## src/rtl/wordle_board_renderer.sv

```systemverilog
// Purpose : holds the 6x5 Wordle board and renders tiles, borders and 5x7 glyphs as RGB332.
// Latency : 3 dclk cycles from pix_x/pix_y/video_on/syncs to red/green/blue/hsync/vsync.
// Backpr. : none; one pixel in and one pixel out every dclk cycle.
//
// Ports:
//   dclk, clr_n                     pixel clock, synchronous active-low reset
//   pix_x, pix_y, video_on          active-area coordinates from the counter stage
//   hsync_in, vsync_in              raw syncs, re-timed to match the colour pipeline
//   wr_en, wr_row, wr_col,
//   wr_letter, wr_state, clr_board  board write port from the game logic
//   hsync, vsync, red, green, blue  registered VGA outputs
module wordle_board_renderer #(
    parameter int GRID_X0  = 164,
    parameter int GRID_Y0  = 52,
    parameter int TILE     = 56,
    parameter int BORDER   = 2,
    parameter int GLYPH_X0 = 18,
    parameter int GLYPH_Y0 = 14
) (
    input  logic       dclk,
    input  logic       clr_n,
    input  logic [9:0] pix_x,
    input  logic [9:0] pix_y,
    input  logic       video_on,
    input  logic       hsync_in,
    input  logic       vsync_in,
    input  logic       wr_en,
    input  logic [2:0] wr_row,
    input  logic [2:0] wr_col,
    input  logic [4:0] wr_letter,
    input  logic [1:0] wr_state,
    input  logic       clr_board,
    output logic       hsync,
    output logic       vsync,
    output logic [2:0] red,
    output logic [2:0] green,
    output logic [1:0] blue
);

    localparam logic [5:0] TILE_W  = 6'(TILE);
    localparam logic [5:0] BRD_LO  = 6'(BORDER);
    localparam logic [5:0] BRD_HI  = 6'(TILE - BORDER);
    localparam logic [5:0] GX_LO   = 6'(GLYPH_X0);
    localparam logic [5:0] GX_HI   = 6'(GLYPH_X0 + 19);
    localparam logic [5:0] GY_LO   = 6'(GLYPH_Y0);
    localparam logic [5:0] GY_HI   = 6'(GLYPH_Y0 + 27);

    localparam logic [7:0] C_BLACK  = 8'b000_000_00;
    localparam logic [7:0] C_WHITE  = 8'b111_111_11;
    localparam logic [7:0] C_BORDER = 8'b100_100_10;
    localparam logic [7:0] C_ABSENT = 8'b011_011_01;
    localparam logic [7:0] C_PRESNT = 8'b110_101_00;
    localparam logic [7:0] C_CORRCT = 8'b010_101_01;

    // 5x7 font, row 0 in bits [34:30], MSB of each row is the leftmost column.
    function automatic logic [34:0] font(input logic [4:0] l);
        case (l)
            5'd1:    font = 35'b01110_10001_10001_11111_10001_10001_10001; // A
            5'd2:    font = 35'b11110_10001_10001_11110_10001_10001_11110; // B
            5'd3:    font = 35'b01110_10001_10000_10000_10000_10001_01110; // C
            5'd4:    font = 35'b11110_10001_10001_10001_10001_10001_11110; // D
            5'd5:    font = 35'b11111_10000_10000_11110_10000_10000_11111; // E
            5'd6:    font = 35'b11111_10000_10000_11110_10000_10000_10000; // F
            5'd7:    font = 35'b01110_10001_10000_10111_10001_10001_01111; // G
            5'd8:    font = 35'b10001_10001_10001_11111_10001_10001_10001; // H
            5'd9:    font = 35'b01110_00100_00100_00100_00100_00100_01110; // I
            5'd10:   font = 35'b00111_00010_00010_00010_00010_10010_01100; // J
            5'd11:   font = 35'b10001_10010_10100_11000_10100_10010_10001; // K
            5'd12:   font = 35'b10000_10000_10000_10000_10000_10000_11111; // L
            5'd13:   font = 35'b10001_11011_10101_10101_10001_10001_10001; // M
            5'd14:   font = 35'b10001_10001_11001_10101_10011_10001_10001; // N
            5'd15:   font = 35'b01110_10001_10001_10001_10001_10001_01110; // O
            5'd16:   font = 35'b11110_10001_10001_11110_10000_10000_10000; // P
            5'd17:   font = 35'b01110_10001_10001_10001_10101_10010_01101; // Q
            5'd18:   font = 35'b11110_10001_10001_11110_10100_10010_10001; // R
            5'd19:   font = 35'b01111_10000_10000_01110_00001_00001_11110; // S
            5'd20:   font = 35'b11111_00100_00100_00100_00100_00100_00100; // T
            5'd21:   font = 35'b10001_10001_10001_10001_10001_10001_01110; // U
            5'd22:   font = 35'b10001_10001_10001_10001_10001_01010_00100; // V
            5'd23:   font = 35'b10001_10001_10001_10101_10101_10101_01010; // W
            5'd24:   font = 35'b10001_10001_01010_00100_01010_10001_10001; // X
            5'd25:   font = 35'b10001_10001_01010_00100_00100_00100_00100; // Y
            5'd26:   font = 35'b11111_00001_00010_00100_01000_10000_11111; // Z
            default: font = '0;                                            // blank, 27..31
        endcase
    endfunction

    // Board: {letter[4:0], state[1:0]} at index row*5+col.
    logic [6:0] board_q [0:29];
    logic [6:0] board_d [0:29];

    // Stage 1 registers
    logic       vo1_q,   vo1_d;
    logic       tile1_q, tile1_d;
    logic [2:0] row1_q,  row1_d;
    logic [2:0] col1_q,  col1_d;
    logic [5:0] ox1_q,   ox1_d;
    logic [5:0] oy1_q,   oy1_d;

    // Stage 2 registers
    logic       vo2_q,     vo2_d;
    logic       tile2_q,   tile2_d;
    logic [4:0] letter2_q, letter2_d;
    logic [1:0] state2_q,  state2_d;
    logic       border2_q, border2_d;
    logic       glyph2_q,  glyph2_d;
    logic [2:0] gx2_q,     gx2_d;
    logic [2:0] gy2_q,     gy2_d;

    // Stage 3 register and sync delay lines
    logic [7:0] rgb_q, rgb_d;
    logic [2:0] hs_q,  hs_d;
    logic [2:0] vs_q,  vs_d;

    // Board write / clear
    logic [5:0] wr_idx;
    logic       wr_ok;

    always_comb begin
        wr_idx = 6'(wr_row) * 6'd5 + 6'(wr_col);
        wr_ok  = (wr_row <= 3'd5) && (wr_col <= 3'd4);
        for (int i = 0; i < 30; i++) begin
            board_d[i] = clr_board ? 7'd0 : board_q[i];
        end
        // A simultaneous clear takes precedence over the write.
        if (!clr_board && wr_en && wr_ok) begin
            board_d[wr_idx[4:0]] = {wr_letter, wr_state};
        end
    end

    // Stage 1: grid-relative coordinates
    logic signed [10:0] rx, ry;
    logic               in_grid;

    always_comb begin
        rx      = $signed({1'b0, pix_x}) - $signed(11'(GRID_X0));
        ry      = $signed({1'b0, pix_y}) - $signed(11'(GRID_Y0));
        in_grid = video_on && (rx >= 11'sd0) && (rx <= 11'sd319)
                           && (ry >= 11'sd0) && (ry <= 11'sd383);
        vo1_d   = video_on;
        col1_d  = rx[8:6];
        row1_d  = ry[8:6];
        ox1_d   = rx[5:0];
        oy1_d   = ry[5:0];
        tile1_d = in_grid && (rx[5:0] < TILE_W) && (ry[5:0] < TILE_W);
    end

    // Stage 2: board lookup, border and glyph-cell decode
    logic [5:0] rd_idx;
    logic [6:0] entry;
    logic [5:0] dx, dy;

    always_comb begin
        rd_idx = 6'(row1_q) * 6'd5 + 6'(col1_q);
        // Row/col are meaningless outside the grid; keep the read in range anyway.
        entry  = (rd_idx < 6'd30) ? board_q[rd_idx[4:0]] : 7'd0;
        dx     = ox1_q - GX_LO;
        dy     = oy1_q - GY_LO;

        vo2_d     = vo1_q;
        tile2_d   = tile1_q;
        letter2_d = entry[6:2];
        state2_d  = entry[1:0];
        border2_d = (ox1_q < BRD_LO) || (ox1_q >= BRD_HI)
                 || (oy1_q < BRD_LO) || (oy1_q >= BRD_HI);
        glyph2_d  = (ox1_q >= GX_LO) && (ox1_q <= GX_HI)
                 && (oy1_q >= GY_LO) && (oy1_q <= GY_HI);
        // Each glyph cell is 4x4 pixels.
        gx2_d     = 3'(dx >> 2);
        gy2_d     = 3'(dy >> 2);
    end

    // Stage 3: font lookup and colour priority
    logic [34:0] gbits;
    logic [4:0]  frow;
    logic        lit;

    always_comb begin
        gbits = font(letter2_q);
        case (gy2_q)
            3'd0:    frow = gbits[34:30];
            3'd1:    frow = gbits[29:25];
            3'd2:    frow = gbits[24:20];
            3'd3:    frow = gbits[19:15];
            3'd4:    frow = gbits[14:10];
            3'd5:    frow = gbits[9:5];
            3'd6:    frow = gbits[4:0];
            default: frow = 5'd0;
        endcase
        lit = glyph2_q && (letter2_q != 5'd0) && frow[3'd4 - gx2_q];

        rgb_d = C_BLACK;
        if (!vo2_q) begin
            rgb_d = C_BLACK;
        end else if (!tile2_q) begin
            rgb_d = C_WHITE;
        end else if (lit) begin
            // Dark letter on an empty tile, white letter on a coloured tile.
            rgb_d = (state2_q == 2'd0) ? C_BLACK : C_WHITE;
        end else begin
            case (state2_q)
                2'd0:    rgb_d = border2_q ? C_BORDER : C_WHITE;
                2'd1:    rgb_d = C_ABSENT;
                2'd2:    rgb_d = C_PRESNT;
                default: rgb_d = C_CORRCT;
            endcase
        end

        hs_d = {hs_q[1:0], hsync_in};
        vs_d = {vs_q[1:0], vsync_in};
    end

    always_ff @(posedge dclk) begin
        if (!clr_n) begin
            for (int i = 0; i < 30; i++) begin
                board_q[i] <= 7'd0;
            end
            vo1_q     <= 1'b0;
            tile1_q   <= 1'b0;
            row1_q    <= 3'd0;
            col1_q    <= 3'd0;
            ox1_q     <= 6'd0;
            oy1_q     <= 6'd0;
            vo2_q     <= 1'b0;
            tile2_q   <= 1'b0;
            letter2_q <= 5'd0;
            state2_q  <= 2'd0;
            border2_q <= 1'b0;
            glyph2_q  <= 1'b0;
            gx2_q     <= 3'd0;
            gy2_q     <= 3'd0;
            rgb_q     <= 8'd0;
            hs_q      <= 3'b111;
            vs_q      <= 3'b111;
        end else begin
            for (int i = 0; i < 30; i++) begin
                board_q[i] <= board_d[i];
            end
            vo1_q     <= vo1_d;
            tile1_q   <= tile1_d;
            row1_q    <= row1_d;
            col1_q    <= col1_d;
            ox1_q     <= ox1_d;
            oy1_q     <= oy1_d;
            vo2_q     <= vo2_d;
            tile2_q   <= tile2_d;
            letter2_q <= letter2_d;
            state2_q  <= state2_d;
            border2_q <= border2_d;
            glyph2_q  <= glyph2_d;
            gx2_q     <= gx2_d;
            gy2_q     <= gy2_d;
            rgb_q     <= rgb_d;
            hs_q      <= hs_d;
            vs_q      <= vs_d;
        end
    end

    assign red   = rgb_q[7:5];
    assign green = rgb_q[4:2];
    assign blue  = rgb_q[1:0];
    assign hsync = hs_q[2];
    assign vsync = vs_q[2];

endmodule

```

## config.mk

```make
export PLATFORM = sky130hd
export DESIGN_NAME = wordle_board_renderer
export DESIGN_NICKNAME = d
export VERILOG_FILES = /design/src/rtl/wordle_board_renderer.sv
export SDC_FILE = /design/constraint.sdc
export NUM_CORES = 1
export LEC_CHECK = 0
export CAP_MARGIN = 25
export CORE_ASPECT_RATIO = 2
export CORE_MARGIN = 5
export CORE_UTILIZATION = 45
export CTS_CLUSTER_DIAMETER = 60
export DETAILED_ROUTE_END_ITERATION = 16
export SLEW_MARGIN = 20
export SYNTH_ARGS = -nofsm -noshare
export SYNTH_HDL_FRONTEND = slang
export SYNTH_SLANG_ARGS = --single-unit
```

## constraint.sdc

```tcl
create_clock -name dclk -period 3.2 [get_ports dclk]
set_input_delay 0.64 -clock dclk [delete_from_list [all_inputs] [get_ports dclk]]
set_output_delay 0.64 -clock dclk [all_outputs]
set_load 0.01 [all_outputs]
```

# Word level (Yosys, flattened, before mapping)
# Memories as Yosys holds them, arrays and structs flattened. A register that Yosys moved wholly into a read port is not among the register bits.
# Cells that the tools add are included.
[op_classes]
add_sub_neg = 7
multipliers = 2
n_div = 0
n_lt_le_gt_ge = 20
n_eq_ne = 8
shift = 0
muxes = 74
bitwise_logic = 31
n_reduce_logical = 25
[ops]
columns = ["operator", "count"]
rows = [
  ["$mux W7", 62],
  ["$bwmux W210", 1],
  ["$mux W210", 1],
  ["$demux W7 S5", 1],
  ["$pmux W5 S7", 1],
  ["$or A1 B1 Y1", 30],
  ["$mux W8", 3],
  ["$pmux W8 S3", 1],
  ["$ge A11 B1 Y1 const B", 2],
  ["$le A11 B10 Y1 const B", 2],
  ["$ge A6 B6 Y1 const B", 3],
  ["$logic_and A1 B1 Y1", 15],
  ["$le A6 B6 Y1 const B", 2],
  ["$lt A6 B2 Y1 const B", 2],
  ["$lt A6 B6 Y1 const B", 2],
  ["$sub A10 B6 Y11 const B", 1],
  ["$sub A10 B8 Y11 const B", 1],
  ["$eq A3 B3 Y1 const B", 3],
  ["$add A6 B3 Y6", 1],
  ["$eq A3 B2 Y1 const B", 2],
  ["$ge A6 B4 Y1 const B", 1],
  ["$ge A6 B5 Y1 const B", 1],
  ["$le A3 B3 Y1 const B", 2],
  ["$lt A6 B1 Y1 const B", 1],
  ["other kinds (20)", 26],
]
[word_totals]
ff_bits = 44
latchBits = 0
mem_bits_rw = 210
romBits = 1120
out_inout_bits = 10
wordCells = 184
n_memories = 2
[memory_table]
columns = ["name", "depth", "word_bits", "rd", "rd_clocked_by_memory_dff", "write_ports", "line_no", "source"]
rows = [
  ["(name not given)", 32, 35, 1, 0, 0, "57", "case (l)"],
  ["board_q", 30, 7, 31, 1, 30, "89", "logic [6:0] board_q [0:29];"],
]

# Logic depth before layout (Yosys ltp)
# Gate-level depths: netlist of the first run.
[logic_depth]
word_depth = 10
mapped_depth = 12
ltp_nobuf = 11

# Worst setup path after synthesis of the first run
# OpenSTA, ideal clock, no wires.
[synth_path]
kind = "input to register"
start = "input wr_row[0]"
end = "memory board_q[10][4]"
setup_ns = 0.115
t_arrival_ns = 3.168
required_ns = 3.085
setup_slack_ns = -0.084
path_stages = 11
n_path_buf = 2
cell_sequence = "ha_1 -> ha_1 -> inv_1 -> fa_1 -> clkbuf_1 -> nand2_1 -> nor3_1 -> clkbuf_1 -> nor3b_1 -> a21oi_1 -> nor2b_1"
[synth_rtl]
columns = ["item", "line_no", "source"]
rows = [
  ["from (decl)", "28", "input logic [2:0] wr_row,"],
  ["to (decl)", "89", ""],
]

==> flow_summary.toml, run 1 <==
[run_status]
status = "finished clean"

[timing]
tns_ps = 0
rsz0062_at_grt = "true"
timing.final.crit_period_ps = 3088
period_share_pct = 96.50
finalHoldViolCount = 0
worstMarginPinSlew_ps = 899.5
clock.fmax_mhz = 323.8
setup_ws_ps = 112.1
slew_viol_final = 0
finalSetupViolCount = 0
max_slew_margin_pct = 40.03
fin_skew_ps = 29.54

[pwr]
vdd_ir_drop_max_uv = 370.2
power_density_nw_per_um2 = 445.8
p_leak_nw = 5.679

[logic_synthesis]
seq_area_frac_synth_pct = 36.40
syn-instance-count = 1546
synth.distinct_cells = 71
ys_ff_latch = 259
syn_nets = 1626
synth-async-reset-ratio_pct = 0
avgSynthCellArea_um2 = 9.213
synthFlopType = "dfxtp_1"
yosysWarningCount = 0
synth_area_um2 = 14240
synth-edff-count = 0

[floorplan]
io_pins = 50
rows = 92
dieArea_um2 = 35530
start_util_pct = 45.33
die_h_um = 261.6
core_area_um2 = 31430
die_x_um = 135.8

[placement]
dp.cells = 2004
dp_hpwl_um = 28550
port_buffers = 49
place_ws_ps = -606.1
routabilityCongestion = 0.9239

[critical_path]
critical_path_required_ps = 3640
cp_slowest_cell = "clkdlybuf4s50_1"
crit_path_start_kind = "input pin"
cp-end-kind = "flop"
critPathKind = "in -> reg"
crit_chain = "clkdlybuf4s50_1 > ha_1 > ha_1 > ha_1 > a21o_1 > a21oi_4 > xor2_1 > buf_4 > buf_4 > nor3_1 > buf_4 > nor3b_1 > a21oi_1 > nor2b_1"
cp-startpoint = "wr_row[0]"
worstPathArrival_ps = 3530
crit_path_max_fanout = 14
r2r_start = "letter2_q[2]$_SDFF_PN0_"
max_stage_delay_ps = 430
rr_worst_depth = 10

[final_layout]
drive_gt1_share_pct = 16.01
final_nets = 1692
stdcell_count = 2053
n_antenna_cell = 0
fin_util_pct = 53.10
fill_cells = 2892
area_delta_synth_final_pct = 17.16

[detailed_routing]
drt_pass1_iterations = 5
final_antenna_net_count = 0
via_count = 11389
drt_wl_total_um = 40420
drtIter0Drc = 458
via_per_inst = 5.547
wire_per_inst_um = 19.69
drc = 0

[global_route]
grt_usage_pct = 22.37
grt_pass1_vias = 11375
grt-ovfl-total = 0
grt_antenna_before_repair = 0
grt_max_degree = 139
grt_pass1_wl_um = 62440

[clocking]
clkSinkCount = 259
cts_setup_buffers = 0
cts_hold_buf = 0
cts_buffer_depth = 3
clk_pin_slew_ps = 60
cts-htree-levels = 1
worstSkewPairLatency_ps = 560
cts-root-buf = "clkbuf_16"
tritoncts = "done"
numCtsBuffers = 26

[min_path]
hp-class = "in -> reg"
hold_depth = 2
min_from = "clr_n"

[flow_run]
cap_violations = 0
-- what timing repair did --
item	CTS	global route
resized for setup	3	16
pin swaps	0	1
gates cloned	0	2
setup endpoints to repair	14	152
-- metal layers --
layer	track usage, %	up-vias	routed length (µm)	part of all wire (%)
met5	0	-	0	0
met4	11.01	0	2075	5.1
met3	1.557	90	840	2.1
met2	45.69	170	23150	57
met1	21.90	5515	14360	36
li1	-	5614	-	-
-- worst paths after layout --
path	endpoint	slack [ps]
worst min-delay path	gx2_q[2]$_SDFF_PN0_	390
worst max-delay path	board_q[11][5]$_SDFF_PN0_	110
worst max register to register	rgb_q[6]$_SDFF_PN0_	390
worst min register to register	vs_q[1]$_SDFF_PN1_	400
-- cell usage in the layout, fill, tap and decap left out, types with 30 or more instances in the layout --
| cell type | n |
|---|---|
| nor2b_1 | 121 |
| a21oi_1 | 133 |
| buf_4 | 101 |
| dfxtp_1 | 259 |
| nor3b_1 | 118 |
| a21boi_0 | 79 |
| nor2_1 | 51 |
| nand2_1 | 151 |
| mux4_2 | 63 |
| ha_1 | 36 |
| inv_1 | 30 |
| nand3b_1 | 100 |
| clkdlybuf4s50_1 | 47 |
-- metrics by stage --
step	hold WS [ps]	area, µm²	power, mW
6_report	394.8	16690	7.440
5_1_grt	397.4	16690	7.723
4_1_cts	378.1	16590	7.488
3_5_place_dp	393.3	15720	4.430
3_3_place_gp	386.6	15720	4.418
2_1_floorplan	386.3	14240	4.049
-- Yosys cell counts, types with 16 or more instances --
cell / instances / area share (%)
dfxtp_1: 259 / 36
nand2_1: 153 / 4.0
a21oi_1: 134 / 4.7
nor2b_1: 121 / 5.3
nor3b_1: 118 / 6.2
nand3b_1: 100 / 5.3
clkbuf_1: 85 / 2.2
a21boi_0: 80 / 4.2
mux4_2: 63 / 10
nor2_1: 51 / 1.3
ha_1: 38 / 3.3
buf_2: 32 / 1.1
inv_1: 30 / 0.79
nand2b_1: 23 / 1.0
a21boi_1: 22 / 1.2
and2_1: 21 / 0.92
nor3_1: 19 / 0.67
o21ai_0: 16 / 0.56
-- kinds of logic after synthesis --
logic type	share of synthesized area, %
multiplexers	11.38
adder cells (fa/ha/maj)	3.619
AND/OR/NAND/NOR	27.49
XOR/XNOR	1.353
AO/OA/AOI/OAI	15.06
flip-flops	36.40
buffers and inverters	4.708
-- state kept, by name (all words and copies together), names as in the netlist, 2 cells and up --
name,count
board_q,210
ox1_q,6
oy1_q,6
rgb_q,6
letter2_q,5
col1_q,3
gx2_q,3
gy2_q,3
hs_q,3
row1_q,3
vs_q,3
state2_q,2
-- worst max-delay path, delay by kind of cell --
kind,cells,cell delay [ps]
buffers and inverters,4,990
adders and majority gates,3,910
AOI/OAI and AO/OA,3,550
and+or+nand+nor,3,330
xor gates and xnor gates,1,100
-- power by group --
group / internal [mW] / switching [mW] / total (mW)
registers: 3.26 / 0.0374 / 3.30
logic: 0.485 / 0.610 / 1.10
clock network: 1.73 / 1.31 / 3.04
total: 5.48 / 1.96 / 7.44
-- final cells by class --
| type | count | area (µm²) | area share, % |
|---|---|---|---|
| clock inverters | 7 | 58.81 | 0.3524 |
| inverters | 31 | 116.4 | 0.6973 |
| multi-input cells | 1130 | 8481 | 50.82 |
| flip-flops and latches | 259 | 5185 | 31.07 |
| repair buffers | 164 | 1518 | 9.095 |
| clock buffers | 39 | 799.5 | 4.791 |
| well taps | 423 | 529.3 | 3.172 |
Power figures use the tool's default switching activity.
==> inputs of run 2 (changes only) <==
==> constraint.sdc (replaced) <==
create_clock -name dclk -period 2.6 [get_ports dclk]
set_input_delay 0.52 -clock dclk [delete_from_list [all_inputs] [get_ports dclk]]
set_output_delay 0.52 -clock dclk [all_outputs]
set_load 0.01 [all_outputs]
==> run 2 against run 1 <==
Against the previous run:
- worst setup slack worse by 100 ps
- sequential share of layout area fell by 2.6 points
- non-clock buffer count is 69 higher
- largest power group unchanged
- critical path type is now reg -> reg
- first-iteration DRC count is 37% higher
- flip-flop and latch count unchanged
- largest cell class unchanged
- critical endpoint is now letter2_q[3]$_SDFF_PN0_
- combinational power increased by 73%
==> flow_summary.toml, run 2 (same netlist as run 1, synthesis figures left out) <==
[final_layout]
n_antenna_cell = 0
final_nets = 1760
largest_reg_flops = 210
fill_cells = 2775
area_delta_synth_final_pct = 28.03
regMostFlops = "board_q"
final_area_um2 = 18240
final_common_cell = "dfxtp_1"
layout_common_cells = "dfxtp_1, nand2_1, buf_4"
drive_gt1_share_pct = 26.18
stdcell_count = 2119

[timing]
finalHoldViolCount = 0
worstMarginPinSlew_ps = 923.6
timing.final.crit_period_ps = 2593
holdWs_ps = 370.2
finalSetupViolCount = 0
setup_ws_ps = 7.317
max_slew_margin_pct = 38.42
clock.fmax_mhz = 385.7
slew_viol_final = 0
rsz0062_at_grt = "true"
period_share_pct = 99.72
fin_skew_ps = 13.19

[placement]
port_buffers = 49
dp.cells = 2050
place_ws_ps = -832.2
routabilityCongestion = 0.9349
dp_hpwl_um = 31360
place_area_um2 = 16680

[pwr]
internal_power_mw = 6.823
pwr-share-seq_pct = 42.8
clock_power_share_pct = 37.1
p_leak_nw = 6.335
power_frac_comb_pct = 20.0
vdd_ir_drop_max_uv = 608.5
power_density_nw_per_um2 = 519.9
p_switching_mw = 2.657
swShare_pct = 28.03

[critical_path]
rr_worst_depth = 9
max_stage_delay_ps = 510
crit_buf_inv = 2
crit_path_start_kind = "flop"
r2r-end = "letter2_q[3]$_SDFF_PN0_"
crit_path_max_fanout = 5
cp_common_cell = "ha_4"
critPathKind = "reg -> reg"
critical_path_required_ps = 3020
cp-end-kind = "flop"
worstPathArrival_ps = 3010
rrSetupSlack_ps = 7
r2r_start = "row1_q[2]$_SDFF_PN0_"
crit_chain = "ha_4 > ha_4 > inv_2 > fa_2 > xor2_4 > buf_12 > mux4_2 > mux2i_1 > nor2_1"
crit_family = "adder cells"
cp_slowest_cell = "mux4_2"

[floorplan]
core_area_um2 = 31430
dieArea_um2 = 35530
die_h_um = 261.6
io_pins = 50
start_util_pct = 45.33
die_x_um = 135.8
rows = 92

[clocking]
clk_pin_slew_ps = 60
clkSinkCount = 259
cts_hold_buf = 0
worstSkewPairLatency_ps = 550
cts_buffer_depth = 3
tritoncts = "done"
numCtsBuffers = 25
cts-root-buf = "clkbuf_16"
cts-htree-levels = 1

[global_route]
grt_usage_pct = 25.00
grt_pass1_vias = 12100
grt_antenna_before_repair = 0
grt-ovfl-total = 0
grt_pass1_wl_um = 68500
grt_max_degree = 115

[detailed_routing]
wire_per_inst_um = 21.21
drt_pass1_iterations = 4
drc = 0
drtIter0Drc = 628
via_per_inst = 5.603
drt_wl_total_um = 44950
final_antenna_net_count = 0
via_count = 11873

[flow_run]
cap_violations = 0

[min_path]
hold_depth = 2
worst_hold_path.endpoint = "vs_q[2]$_SDFF_PN1_"
hp-class = "in -> reg"
min_from = "clr_n"

[run_status]
status = "finished clean"
## run 2: changes by cell type in the layout (fill, tap and decap cells not counted), moves of 12 or more
cell,delta
a21boi_1,+20
ha_1,-14
buf_12,+18
buf_4,+37
nand2_1,-12
nor2_1,-17
a21boi_0,-23
nor3b_1,-23
nor3b_2,+23
## run 2: power by group through the flow
| stage | Sequential (mW) | Combinational [mW] | Clock (mW) |
|---|---|---|---|
| 2_1_floorplan | 4.13 | 1.05 | 0 |
| 3_3_place_gp | 4.15 | 1.60 | 0 |
| 3_5_place_dp | 4.15 | 1.61 | 0 |
| 4_1_cts | 4.06 | 1.79 | 3.60 |
| 5_1_grt | 4.06 | 2.01 | 3.74 |
| 6_report | 4.06 | 1.90 | 3.52 |
## run 2: worst max-delay path by stage
stage / from / end / slack [ps] / cells after the start
after floorplan: wr_row[0] / board_q[10][4]$_SDFF_PN0_ / -100 / 12
after global placement: wr_row[0] / board_q[17][2]$_SDFF_PN0_ / -810 / 13
after detailed placement: wr_row[0] / board_q[2][3]$_SDFF_PN0_ / -830 / 14
after CTS: row1_q[2]$_SDFF_PN0_ / letter2_q[3]$_SDFF_PN0_ / -40 / 9
after global routing: row1_q[2]$_SDFF_PN0_ / letter2_q[3]$_SDFF_PN0_ / -70 / 9
final: row1_q[2]$_SDFF_PN0_ / letter2_q[3]$_SDFF_PN0_ / 7 / 9
## run 2: metrics by stage
stage               util [%]  TNS, ps  power [mW]
CTS                    57.17   -80.31       9.447
floorplan                  -    -7869       5.180
finish                 58.03        0       9.481
global route           58.03   -433.7       9.808
detailed placement     53.09  -160460       5.755
global placement       53.09  -151890       5.746
## run 2: final cells by class
class / count / area (µm²) / area share (%)
inverter: 31 / 116.4 / 0.6381
tap: 423 / 529.3 / 2.902
sequential: 259 / 5196 / 28.49
timing repair buffer: 233 / 2376 / 13.03
multi-input combinational: 1130 / 9250 / 50.72
clock inverter: 8 / 55.05 / 0.3019
clock buffer: 35 / 713.2 / 3.911
## run 2: routing by layer
metal	up-vias	track usage (%)	wire, µm
met5	-	0	0
met1	5801	24.77	15480
met3	110	1.942	953
li1	5761	-	-
met2	201	50.68	25860
met4	0	12.16	2654
## run 2: repair_timing
item / 4_1_cts / 5_1_grt
endpoints found under the setup margin: 223 / 110
gates resized for setup: 66 / 69
gates cloned: 3 / 2
pin swaps: 27 / 25
buffers inserted: 20 / 2
endpoints found under the hold margin: 0 / 0
==> inputs of run 3 (changes only) <==
--- a/config.mk
+++ b/config.mk
@@ -11,6 +11,7 @@
 export CORE_UTILIZATION = 45
 export CTS_CLUSTER_DIAMETER = 60
 export DETAILED_ROUTE_END_ITERATION = 16
+export PLACE_DENSITY = 0.72
 export SLEW_MARGIN = 20
 export SYNTH_ARGS = -nofsm -noshare
 export SYNTH_HDL_FRONTEND = slang
==> constraint.sdc (replaced) <==
create_clock -name dclk -period 2.6 [get_ports dclk]
set_input_delay 0.26 -clock dclk [delete_from_list [all_inputs] [get_ports dclk]]
set_output_delay 0.26 -clock dclk [all_outputs]
set_load 0.01 [all_outputs]
==> run 3 against run 2 <==
Against the previous run:
- clock skew up 8.8 ps
- die area unchanged
- clock power increased by 6.0%
- sequential share of layout area is 1.6 points higher
==> flow_summary.toml, run 3 (same netlist as run 1, synthesis figures left out) <==
[run_status]
status = "finished clean"

[clocking]
worstSkewPairLatency_ps = 540
cts_hold_buf = 0
clk_pin_slew_ps = 70
tritoncts = "done"
numCtsBuffers = 24
cts_buffer_depth = 3
cts-root-buf = "clkbuf_16"
clkSinkCount = 259
cts-htree-levels = 1

[timing]
worstMarginPinSlew_ps = 735.8
rsz0062_at_grt = "true"
timing.final.crit_period_ps = 2595
max_slew_margin_pct = 50.94
finalHoldViolCount = 0
period_share_pct = 99.80
slew_viol_final = 0
clock.fmax_mhz = 385.4
fin_skew_ps = 21.95
finalSetupViolCount = 0

[global_route]
grt_max_degree = 181
grt_antenna_before_repair = 0
grt-ovfl-total = 0
grt_pass1_vias = 11953
grt_usage_pct = 22.94
grt_pass1_wl_um = 64260

[critical_path]
crit_family = "adder cells"
cp-startpoint = "row1_q[2]$_SDFF_PN0_"
crit_path_start_kind = "flop"
max_stage_delay_ps = 540
crit_path_max_fanout = 5
cp_common_cell = "ha_4"
r2r-end = "state2_q[1]$_SDFF_PN0_"
worst-path-stages = 9
cp-end-kind = "flop"
worstPathArrival_ps = 3010
crit_chain = "ha_4 > ha_4 > inv_2 > fa_2 > xor2_4 > buf_12 > mux4_2 > mux2i_2 > nor2_2"
cp_slowest_cell = "mux4_2"
crit_buf_inv = 2
critPathKind = "reg -> reg"
rrSetupSlack_ps = 5
r2r_start = "row1_q[2]$_SDFF_PN0_"
critical_path_required_ps = 3020
cp-endpoint = "state2_q[1]$_SDFF_PN0_"
rr_worst_depth = 9

[floorplan]
die_x_um = 135.8
start_util_pct = 45.33
die_h_um = 261.6
rows = 92
core_area_um2 = 31430
dieArea_um2 = 35530
io_pins = 50

[final_layout]
regMostFlops = "board_q"
stdcell_count = 2077
largest_reg_flops = 210
drive_gt1_share_pct = 20.88
final_nets = 1717
layout_common_cells = "dfxtp_1, nand2_1, a21oi_1"
final_common_cell = "dfxtp_1"
area_delta_synth_final_pct = 21.33
fill_cells = 2734

[pwr]
vdd_ir_drop_max_uv = 688.3
p_leak_nw = 5.865
power_density_nw_per_um2 = 544.7
totalPowerFinal_mw = 9.413

[detailed_routing]
drt_pass1_iterations = 5
wire_per_inst_um = 19.83
drc = 0
via_per_inst = 5.675
drt_wl_total_um = 41180
via_count = 11788
final_antenna_net_count = 0
drtIter0Drc = 677

[placement]
dp_hpwl_um = 28350
routabilityCongestion = 1.001
port_buffers = 49
dp.cells = 2023

[min_path]
hp-class = "in -> reg"

[flow_run]
cap_violations = 0
## run 3: final cells by class
cell class | count | area, µm² | area share [%]
inverter | 31 | 116.4 | 0.6733
multi-input combinational | 1130 | 8808 | 50.97
timing repair buffer | 191 | 1802 | 10.43
clock buffer | 33 | 694.4 | 4.018
tap | 423 | 529.3 | 3.063
antenna | 2 | 5.005 | 0.02896
sequential | 259 | 5196 | 30.07
clock inverter | 8 | 130.1 | 0.7530
## run 3: worst min-delay path by stage
stage	startpoint	to	slack [ps]	cells after the start
3_5_place_dp	hs_q[0]$_SDFF_PN1_	hs_q[1]$_SDFF_PN1_	400	1
3_3_place_gp	vs_q[0]$_SDFF_PN1_	vs_q[1]$_SDFF_PN1_	390	1
4_1_cts	clr_n	vo1_q$_SDFF_PN0_	110	2
5_1_grt	clr_n	vo1_q$_SDFF_PN0_	110	2
6_report	clr_n	vo1_q$_SDFF_PN0_	100	2
2_1_floorplan	pix_x[2]	ox1_q[2]$_SDFF_PN0_	330	1
## run 3: worst register-to-register path, cell delays in order (launching register included)
cell and delay [ps]:
dfxtp_2 340, ha_4 240, ha_4 260, inv_2 40, fa_2 380, xor2_4 250, buf_12 160, mux4_2 540
mux2i_2 190, nor2_2 80
## run 3: stage by stage
step	util, %	area, µm²	TNS, ps	setup slack, ps	hold slack [ps]
3_5_place_dp	50.87	15990	-131220	-706.5	396.5
5_1_grt	54.98	17280	-204.0	-56.83	114.7
2_1_floorplan	-	14410	-2196	-54.26	331.6
4_1_cts	54.41	17100	-45.31	-29.30	105.9
6_report	54.99	17280	0	5.123	103.7
3_3_place_gp	50.87	15990	-109690	-585.7	387.0
## run 3: metal layers
layer / GRT usage [%] / vias up / part of all wire [%]
li1: - / 5668 / -
met2: 43.71 / 317 / 56
met5: 0 / - / 0
met4: 15.50 / 0 / 6.7
met1: 22.95 / 5686 / 34
met3: 2.288 / 117 / 3.7
## run 3: power by group
group          switching (mW)  internal, mW  leakage, nW
sequential             0.0452          4.02         2.10
combinational           0.844         0.775         3.36
clock                    1.56          2.17        0.408
## run 3: what timing repair did
action,4_1_cts,5_1_grt
gates cloned,3,0
pin swaps,14,12
resized for setup,34,37
setup buffers,8,1
endpoints found under the setup margin,202,203
